**src/rtl/flash_audio_sequencer_if.sv**
```systemverilog
// Avalon-MM read-master bundle between the audio sequencer and the flash controller.
interface flash_audio_sequencer_if #(
    parameter int ADDR_W = 23
);
    logic              flash_read;
    logic [ADDR_W-1:0] flash_addr;
    logic              flash_waitrequest;
    logic [31:0]       flash_readdata;
    logic              flash_readdatavalid;

    modport master (
        output flash_read,
        output flash_addr,
        input  flash_waitrequest,
        input  flash_readdata,
        input  flash_readdatavalid
    );

    modport slave (
        input  flash_read,
        input  flash_addr,
        output flash_waitrequest,
        output flash_readdata,
        output flash_readdatavalid
    );
endinterface

```
**src/rtl/flash_audio_sequencer.sv**
```systemverilog
// Fetches 32-bit song words from flash and plays them as two 8-bit samples on sample_tick.
// Define AUDIO_LOOP_EN to wrap at the song boundary instead of stopping there.
module flash_audio_sequencer #(
    parameter int                ADDR_W     = 23,
    parameter logic [ADDR_W-1:0] START_ADDR = 23'h000000,
    parameter logic [ADDR_W-1:0] END_ADDR   = 23'h07FFFF
) (
    input  logic                            clk,
    input  logic                            rst_n,
    input  logic                            start,
    input  logic                            direction,
    input  logic                            restart,
    input  logic                            sample_tick,
    flash_audio_sequencer_if.master         bus,
    output logic [7:0]                      audio_sample,
    output logic                            sample_valid,
    output logic                            restart_done,
    output logic                            end_flag
);

    typedef enum logic [2:0] {
        ST_IDLE      = 3'd0,
        ST_REQ       = 3'd1,
        ST_WAIT_DATA = 3'd2,
        ST_PLAY_A    = 3'd3,
        ST_PLAY_B    = 3'd4,
        ST_NEXT      = 3'd5,
        ST_RESTART   = 3'd6
    } state_t;

`ifdef AUDIO_LOOP_EN
    localparam logic LOOP_EN = 1'b1;
`else
    localparam logic LOOP_EN = 1'b0;
`endif

    localparam logic [ADDR_W-1:0] ADDR_ONE = {{(ADDR_W-1){1'b0}}, 1'b1};

    state_t            state_r;
    state_t            state_next_s;
    logic [ADDR_W-1:0] addr_r;
    logic [ADDR_W-1:0] addr_next_s;
    logic              flash_read_r;
    logic [31:0]       word_r;
    logic              order_r;
    logic              pending_r;
    logic              at_end_r;
    logic              end_dir_r;
    logic [7:0]        audio_sample_r;
    logic              sample_valid_r;
    logic              restart_done_r;
    logic              end_flag_r;
    logic              boundary_s;
    logic              resume_ok_s;
    logic              unused_bits_s;

    // The sample is the MSB of a 16-bit half; the low byte of each half is never played.
    function automatic logic [7:0] pick_sample(input logic [31:0] word, input logic upper_half);
        if (upper_half) begin
            return word[31:24];
        end else begin
            return word[15:8];
        end
    endfunction

    assign unused_bits_s = ^{word_r[23:16], word_r[7:0]};

    // Boundary detection and the address the NEXT step will load.
    always_comb begin
        boundary_s  = direction ? (addr_r == END_ADDR) : (addr_r == START_ADDR);
        addr_next_s = addr_r;
        if (boundary_s) begin
            if (LOOP_EN) begin
                addr_next_s = direction ? START_ADDR : END_ADDR;
            end else begin
                addr_next_s = addr_r;
            end
        end else if (direction) begin
            addr_next_s = addr_r + ADDR_ONE;
        end else begin
            addr_next_s = addr_r - ADDR_ONE;
        end
    end

    // After stopping at a boundary, only a reversed direction (or a restart) may resume play.
    assign resume_ok_s = !at_end_r || (direction != end_dir_r);

    // Next-state logic.
    always_comb begin
        state_next_s = state_r;
        case (state_r)
            ST_IDLE: begin
                if (pending_r) begin
                    state_next_s = ST_RESTART;
                end else if (start && resume_ok_s) begin
                    state_next_s = ST_REQ;
                end else begin
                    state_next_s = ST_IDLE;
                end
            end
            ST_REQ: begin
                if (!bus.flash_waitrequest) begin
                    state_next_s = ST_WAIT_DATA;
                end else begin
                    state_next_s = ST_REQ;
                end
            end
            ST_WAIT_DATA: begin
                if (bus.flash_readdatavalid) begin
                    state_next_s = ST_PLAY_A;
                end else begin
                    state_next_s = ST_WAIT_DATA;
                end
            end
            ST_PLAY_A: begin
                if (sample_tick) begin
                    state_next_s = ST_PLAY_B;
                end else begin
                    state_next_s = ST_PLAY_A;
                end
            end
            ST_PLAY_B: begin
                if (sample_tick) begin
                    state_next_s = ST_NEXT;
                end else begin
                    state_next_s = ST_PLAY_B;
                end
            end
            ST_NEXT: begin
                if (boundary_s && !LOOP_EN) begin
                    state_next_s = ST_IDLE;
                end else if (pending_r) begin
                    state_next_s = ST_RESTART;
                end else if (start) begin
                    state_next_s = ST_REQ;
                end else begin
                    state_next_s = ST_IDLE;
                end
            end
            ST_RESTART: begin
                state_next_s = ST_IDLE;
            end
            default: begin
                state_next_s = ST_IDLE;
            end
        endcase
    end

    // State register, datapath and registered outputs.
    always_ff @(posedge clk or negedge rst_n) begin
        if (!rst_n) begin
            state_r        <= ST_IDLE;
            addr_r         <= START_ADDR;
            flash_read_r   <= 1'b0;
            word_r         <= 32'h0000_0000;
            order_r        <= 1'b0;
            pending_r      <= 1'b0;
            at_end_r       <= 1'b0;
            end_dir_r      <= 1'b0;
            audio_sample_r <= 8'h00;
            sample_valid_r <= 1'b0;
            restart_done_r <= 1'b0;
            end_flag_r     <= 1'b0;
        end else begin
            state_r        <= state_next_s;
            flash_read_r   <= (state_next_s == ST_REQ);
            sample_valid_r <= 1'b0;
            restart_done_r <= 1'b0;
            end_flag_r     <= 1'b0;

            // A request still held during the done pulse is the one just served.
            if (state_r == ST_RESTART) begin
                pending_r <= 1'b0;
            end else if (restart && !restart_done_r) begin
                pending_r <= 1'b1;
            end

            case (state_r)
                ST_IDLE: begin
                    if (state_next_s == ST_REQ) begin
                        at_end_r <= 1'b0;
                    end
                end
                ST_WAIT_DATA: begin
                    if (bus.flash_readdatavalid) begin
                        word_r  <= bus.flash_readdata;
                        order_r <= direction;
                    end
                end
                ST_PLAY_A: begin
                    if (sample_tick) begin
                        audio_sample_r <= pick_sample(word_r, !order_r);
                        sample_valid_r <= 1'b1;
                    end
                end
                ST_PLAY_B: begin
                    if (sample_tick) begin
                        audio_sample_r <= pick_sample(word_r, order_r);
                        sample_valid_r <= 1'b1;
                    end
                end
                ST_NEXT: begin
                    addr_r <= addr_next_s;
                    if (boundary_s) begin
                        end_flag_r <= 1'b1;
                        at_end_r   <= !LOOP_EN;
                        end_dir_r  <= direction;
                    end
                end
                ST_RESTART: begin
                    addr_r         <= direction ? START_ADDR : END_ADDR;
                    restart_done_r <= 1'b1;
                    at_end_r       <= 1'b0;
                end
                default: begin
                end
            endcase
        end
    end

    assign bus.flash_read  = flash_read_r;
    assign bus.flash_addr  = addr_r;
    assign audio_sample    = audio_sample_r;
    assign sample_valid    = sample_valid_r;
    assign restart_done    = restart_done_r;
    assign end_flag        = end_flag_r;

endmodule

```
**src/flat_wrapper.sv**
```systemverilog
// flat-port wrapper written by rule: the top's interface ports become plain ports
module flash_audio_sequencer_flat 
#(
    parameter int                ADDR_W     = 23,
    parameter logic [ADDR_W-1:0] START_ADDR = 23'h000000,
    parameter logic [ADDR_W-1:0] END_ADDR   = 23'h07FFFF
)
  (clk, rst_n, start, direction, restart, sample_tick, audio_sample, sample_valid, restart_done, end_flag, bus_flash_read, bus_flash_addr, bus_flash_waitrequest, bus_flash_readdata, bus_flash_readdatavalid);
  flash_audio_sequencer_if #(.ADDR_W(ADDR_W)) bus_i ();
  input  logic clk;
  input  logic rst_n;
  input  logic start;
  input  logic direction;
  input  logic restart;
  input  logic sample_tick;
  output logic [7:0] audio_sample;
  output logic sample_valid;
  output logic restart_done;
  output logic end_flag;
  output wire logic [$bits(bus_i.flash_read)-1:0] bus_flash_read;
  output wire logic [$bits(bus_i.flash_addr)-1:0] bus_flash_addr;
  input wire logic [$bits(bus_i.flash_waitrequest)-1:0] bus_flash_waitrequest;
  input wire logic [$bits(bus_i.flash_readdata)-1:0] bus_flash_readdata;
  input wire logic [$bits(bus_i.flash_readdatavalid)-1:0] bus_flash_readdatavalid;
  assign bus_flash_read = bus_i.flash_read;
  assign bus_flash_addr = bus_i.flash_addr;
  assign bus_i.flash_waitrequest = bus_flash_waitrequest;
  assign bus_i.flash_readdata = bus_flash_readdata;
  assign bus_i.flash_readdatavalid = bus_flash_readdatavalid;
  flash_audio_sequencer #(.ADDR_W(ADDR_W), .START_ADDR(START_ADDR), .END_ADDR(END_ADDR)) u_core (.clk(clk), .rst_n(rst_n), .start(start), .direction(direction), .restart(restart), .sample_tick(sample_tick), .bus(bus_i), .audio_sample(audio_sample), .sample_valid(sample_valid), .restart_done(restart_done), .end_flag(end_flag));
endmodule
```
**config.mk**
```make
export PLATFORM = sky130hd
export DESIGN_NAME = flash_audio_sequencer_flat
export DESIGN_NICKNAME = d
export VERILOG_FILES = /design/src/rtl/flash_audio_sequencer_if.sv /design/src/rtl/flash_audio_sequencer.sv /design/src/flat_wrapper.sv
export SDC_FILE = /design/constraint.sdc
export NUM_CORES = 1
export LEC_CHECK = 0
export BUFFER_PORTS_ARGS = -buffer_cell sky130_fd_sc_hd__buf_2
export CAP_MARGIN = 0
export CORE_AREA = 2 2 112 114
export DETAILED_ROUTE_END_ITERATION = 7
export DIE_AREA = 0 0 114 116
export PLACE_DENSITY = 0.46
export SLEW_MARGIN = 20
export SYNTH_ARGS = -nofsm -noshare
export SYNTH_HDL_FRONTEND = slang
export SYNTH_SLANG_ARGS = --single-unit
```
**constraint.sdc**
```tcl
create_clock -name clk -period 2.95 [get_ports clk]
set_input_delay 0.1475 -clock clk [delete_from_list [all_inputs] [get_ports clk]]
set_output_delay 0.1475 -clock clk [all_outputs]
set_load 0.03 [all_outputs]
```
Yosys cells after proc, flatten, opt, wreduce, memory -nomap -nowiden
Cells that the tools add are included.
{"block": "word_totals", "regBits": 74, "input_bits": 40, "output_inout_bits": 35}
{"block": "classes", "n_addsub": 2, "n_eq_ne": 14, "n_mux": 30, "n_reduce_logical": 17}
{"op": "$mux W23", "count": 2}
{"op": "$pmux W23 S2", "count": 1}
{"op": "$mux W8", "count": 4}
{"op": "$add A23 B1 Y23 const B", "count": 1}
{"op": "$eq A23 B19 Y1 const B", "count": 1}
{"op": "$logic_not A23 Y1", "count": 1}
{"op": "$sub A23 B1 Y23 const B", "count": 1}
{"op": "$mux W19", "count": 1}
{"op": "$pmux W3 S6", "count": 1}
{"op": "$pmux W8 S2", "count": 1}
{"op": "$mux W1", "count": 14}
{"op": "$mux W3", "count": 4}
{"op": "$eq A3 B3 Y1 const B", "count": 3}
{"op": "$eq A3 B1 Y1 const B", "count": 2}
{"op": "$eq A3 B2 Y1 const B", "count": 2}
{"op": "$ne A2 B2 Y1 const B", "count": 3}
{"op": "$reduce_and A2 Y1", "count": 3}
{"op": "$reduce_and A3 Y1", "count": 2}
{"op": "$reduce_bool A2 Y1", "count": 3}
{"op": "$ne A2 B1 Y1 const B", "count": 2}
{"op": "$logic_not A3 Y1", "count": 1}
{"op": "$pmux W1 S3", "count": 1}
{"op": "$reduce_bool A3 Y1", "count": 1}
{"op": "$logic_and A1 B1 Y1", "count": 2}
{"op": "other kinds (5)", "count": 6}

Logic depth before layout (Yosys ltp)
{"block": "logic_depth", "ltp_word": 9, "ltp_mapped": 11, "ltp_nobuf": 10}

Least setup slack after synthesis
Ideal clock, no wire load.
{"block": "synth_timing", "kind": "input to register", "start": "input direction", "end": "register u_core.addr_r[18], in the netlist u_core.bus.flash_addr[18]", "arrival_ps": 2854, "path_slack_ps": -31, "path_stages": 11, "path_cell_list": "clkbuf_1 > inv_1 > fa_1 > a21o_1 > a221oi_1 > o211a_1 > o21ai_0 > o31a_1 > or3_1 > a31oi_1 > o21ai_0"}
{"block": "synth_via", "elab_chain_len": 3}
{"element": "start, declared", "line": "flat_wrapper.sv:13", "text": "input logic direction;"}
{"element": "$mux W23 or $mux W1 (tied branches)", "line": "flash_audio_sequencer.sv:78, flash_audio_sequencer.sv:70"}
{"element": "$mux W23 or $ne A2 B2 Y1 (tied branches)"}
{"element": "$pmux W23 S2 or $reduce_and A2 Y1 (tied branches)"}
{"element": "end signal, assigned", "line": "flash_audio_sequencer.sv:203", "text": "addr_r <= addr_next_s;"}
{"element": "end signal, assigned", "line": "flash_audio_sequencer.sv:211", "text": "addr_r <= direction ? START_ADDR : END_ADDR;"}
{"element": "end, declared", "line": "flash_audio_sequencer.sv:41", "text": "logic [ADDR_W-1:0] addr_r;"}
Parallel ways exist; a longest one is shown, timed or not. The select of a mux whose other input is x is not followed.
A chain may end at the register's enable or synchronous reset.

Worst setup path after layout
{"block": "layout_timing", "start": "register u_core.addr_r[5], in the netlist u_core.bus.flash_addr[5]", "end": "register u_core.addr_r[0], in the netlist u_core.bus.flash_addr[0]"}
{"block": "layout_via", "elab_chain_len": 4}
{"element": "$eq A23 B19 Y1 or $logic_not A23 Y1 (tied branches)", "line": "flash_audio_sequencer.sv:70", "text": "boundary_s = direction ? (addr_r == END_ADDR) : (addr_r == START_ADDR);"}
{"element": "$mux W1 *", "line": "flash_audio_sequencer.sv:70"}
{"element": "$ne A2 B2 Y1 (no line) *"}
{"element": "$reduce_and A2 Y1 (no line) *"}
Every way passes the cells marked *; elsewhere a longest branch is shown, timed or not.

==> out/results.tsv <==
stage	metric	value	unit
outcome	status	finished with violations	
outcome	violations	negative hold slack	
global_routing	grt_pass1_vias	3102	
timing	fmax	0.361	GHz
setup_path	crit_top_cell	buf_4	
cts	clockBufferDepth	2	
yosys	netlist_top_cells_count	dfrtp_1 (58), o21ai_0 (40), nand2_1 (38), a21oi_1 (37), ha_1 (21)	
final_layout	synthToLayoutAreaGrowth	31.1	%
setup_path	cp.arrival	2990	ps
setup_path	crit_chain	nor4_2, buf_4, nand4_1, or4_1, a2111o_1, nor3b_2, o21ai_4, buf_4, buf_12, nand2b_1, o21ai_0	
drt	drc	0	
power	total_power	0.00607	W
global_routing	grt.total_usage	0.154	
final_layout	drive_gt1_frac	0.299	
yosys	synth_most_common_cell	dfrtp_1	
yosys	synth.net_count	431	
setup_path	crit_path_top_delay_cell	or4_1	
drt	dr_total_vias	3107	
timing	rsz0062_at_grt	yes	
timing	timing.hold.ws	-34.1	ps
floorplanning	dieArea	13200	um^2
power	p_leak	2.20	nW
drt	drt-pass1-iter-count	4	
drt	routed_wl	9.45	mm
cts	cts_tree	built	
timing	slew_violations	0	
placement	dp_cells	596	
setup_path	max_stage_delay	500	ps
setup_path	rrSetupSlack	180	ps
setup_path	crit_fanout	21	
placement	dp_hpwl	6.88	mm
setup_path	critPathCaptureType	flop	
timing	fin_skew	6.84	ps
final_layout	diodes	0	
final_layout	fillers	1247	
cts	cts_root_buffer	clkbuf_16	
final_layout	stdcell_count	615	
cts	cts-htree-levels	3	
timing	setup_violations	0	
final_layout	utilization	0.389	
drt	routedWlPerCell	15.4	um
setup_path	r2r_cells	11	
drt	antenna_left	0	
timing	hold_viol_final	58	
setup_path	crit_type	flop to flop	
yosys	synth-seq-cells	58	
drt	drtIter0Drc	112	
cts	clk_latency	340	ps
job	drv_cap	0	
power	peakVddDrop	0.528	mV
setup_path	reg2reg_from	u_core.bus.flash_addr[5]	
cts	cts_buffers	9	
global_routing	antenna_found_initial	0	
timing	setup_ws	177	ps
placement	gp_congestion	0.852	
setup_path	start_kind	flop	
drt	vias_per_cell	5.05	
placement	io_buffers	58	
floorplanning	dieWidth	114	um
yosys	syn_inst	369	
yosys	yosysTopAreaCell	dfrtp_1	
yosys	yosysUniqueCellTypes	52	
floorplanning	die_h	116	um
setup_path	required	3170	ps
timing	fin_crit	2770	ps
yosys	avgSynthCellArea	9.57	um^2
timing	slew_headroom	0.495	
floorplanning	io-pin-count	75	
yosys	ys.flop_type	dfrtp_1	
global_routing	grt_overflow	0	
floorplanning	rows	40	
cts	cts_sinks	58	
min_path	hold_path.class	primary input to asynchronous set/reset pin	
final_layout	fin_nets	525	
floorplanning	initial_core_util	0.296	
yosys	synth_top_cell_area_share	0.411	
timing	finalCritPeriodShare	0.940	
floorplanning	core	11900	um^2
timing	worstMarginPinSlew	757	ps
yosys	synthArstFlopShare	1.00	
cts	path_clk_slew	50	ps
yosys	yosys-top-cells-area	dfrtp_1 (41%), ha_1 (7.4%), mux2_2 (5.7%)	
power	cellPowerDensity	1310	nW/um^2
yosys	synth-edff-count	0	
global_routing	grt_pass1_wl	15.6	mm
global_routing	grt_max_degree	59	
placement	dp_slack	103	ps
yosys	syn_area	3530	um^2
yosys	yosysWarnings	0	
yosys	synth_seq_area_share	0.411	
setup_path	r2r_end	u_core.bus.flash_addr[0]	
## timing repair
item / in CTS / in global routing
gates resized for setup: 0 / 6
hold buffers: 0 / 0
setup endpoints to repair: 0 / 22
setup buffers: 0 / 2
## registers in the layout, indices dropped and copies added, names as in the netlist
| signal | cells |
|---|---|
| u_core.bus.flash_addr | 23 |
| u_core.word_r | 16 |
| u_core.audio_sample | 8 |
| u_core.state_r | 3 |
| u_core.at_end_r | 1 |
| u_core.bus.flash_read | 1 |
| u_core.end_dir_r | 1 |
| u_core.end_flag | 1 |
| u_core.order_r | 1 |
| u_core.pending_r | 1 |
| u_core.restart_done | 1 |
| u_core.sample_valid | 1 |
## worst max path at each step
stage / startpoint / end / slack [ps] / cells after the start
finish: u_core.bus.flash_addr[5] / u_core.bus.flash_addr[0] / 180 / 11
global route: u_core.bus.flash_addr[5] / u_core.at_end_r / -40 / 9
CTS: u_core.bus.flash_addr[12] / u_core.bus.flash_addr[14] / 90 / 9
detailed placement: direction / u_core.bus.flash_addr[22] / 100 / 12
global placement: u_core.bus.flash_addr[12] / u_core.bus.flash_addr[14] / 120 / 9
floorplan: direction / u_core.bus.flash_addr[18] / 1 / 11
## report_power, final
| group | switching (W) | internal (W) | total, W | leakage, nW |
|---|---|---|---|---|
| Sequential | 0.000311 | 0.00117 | 0.00148 | 0.716 |
| Clock | 0.000385 | 0.000759 | 0.00114 | 0.156 |
| Combinational | 0.00192 | 0.00153 | 0.00345 | 1.33 |
## kinds of logic after synthesis
logic type | after synthesis | share of synthesized area
AO/OA/AOI/OAI | 121 | 0.214
AND/OR/NAND/NOR | 104 | 0.147
flip-flops | 58 | 0.411
multiplexers | 26 | 0.0801
adder cells (fa/ha/maj) | 22 | 0.0801
buffers and inverters | 21 | 0.0259
XOR/XNOR | 17 | 0.0422
## area by class of cell
cell class,count,area (um^2),area share
Tap cell,147,184,0.0397
Clock inverter,5,77.6,0.0168
Sequential cell,58,1450,0.314
Inverter,8,33.8,0.00730
Timing Repair Buffer,96,622,0.134
Clock buffer,11,243,0.0524
Multi-Input combinational cell,290,2020,0.436
## stage by stage
step	cell area, um^2	setup TNS, ps
final	4630	0
after global routing	4630	-94.2
after CTS	4550	0
after detailed placement	4230	0
after global placement	4230	0
after floorplan	3530	0
## per-layer routing
metal	part of all wire	GRT usage
met5	0	0
met4	0.021	0.0699
met3	0.040	0.0345
met2	0.45	0.242
met1	0.49	0.203
## layout by cell type, fill, tap and decap left out, drive strengths merged, types with 9 or more instances in the layout
| cell | count |
|---|---|
| nand2 | 38 |
| a21o | 9 |
| clkbuf | 12 |
| dfrtp | 58 |
| ha | 21 |
| xnor2 | 11 |
| mux2 | 18 |
| nor2 | 19 |
| o21ai | 43 |
| buf | 95 |
| a21oi | 37 |
## critical path, delay by kind of cell, from the launching register on
kind	cells	cell delay, ps
and+or+nand+nor	5	1150
AOI/OAI and AO/OA	3	680
DFF	1	390
buffers and inverters	3	430
Note: power is estimated with default switching activity, not from simulation.
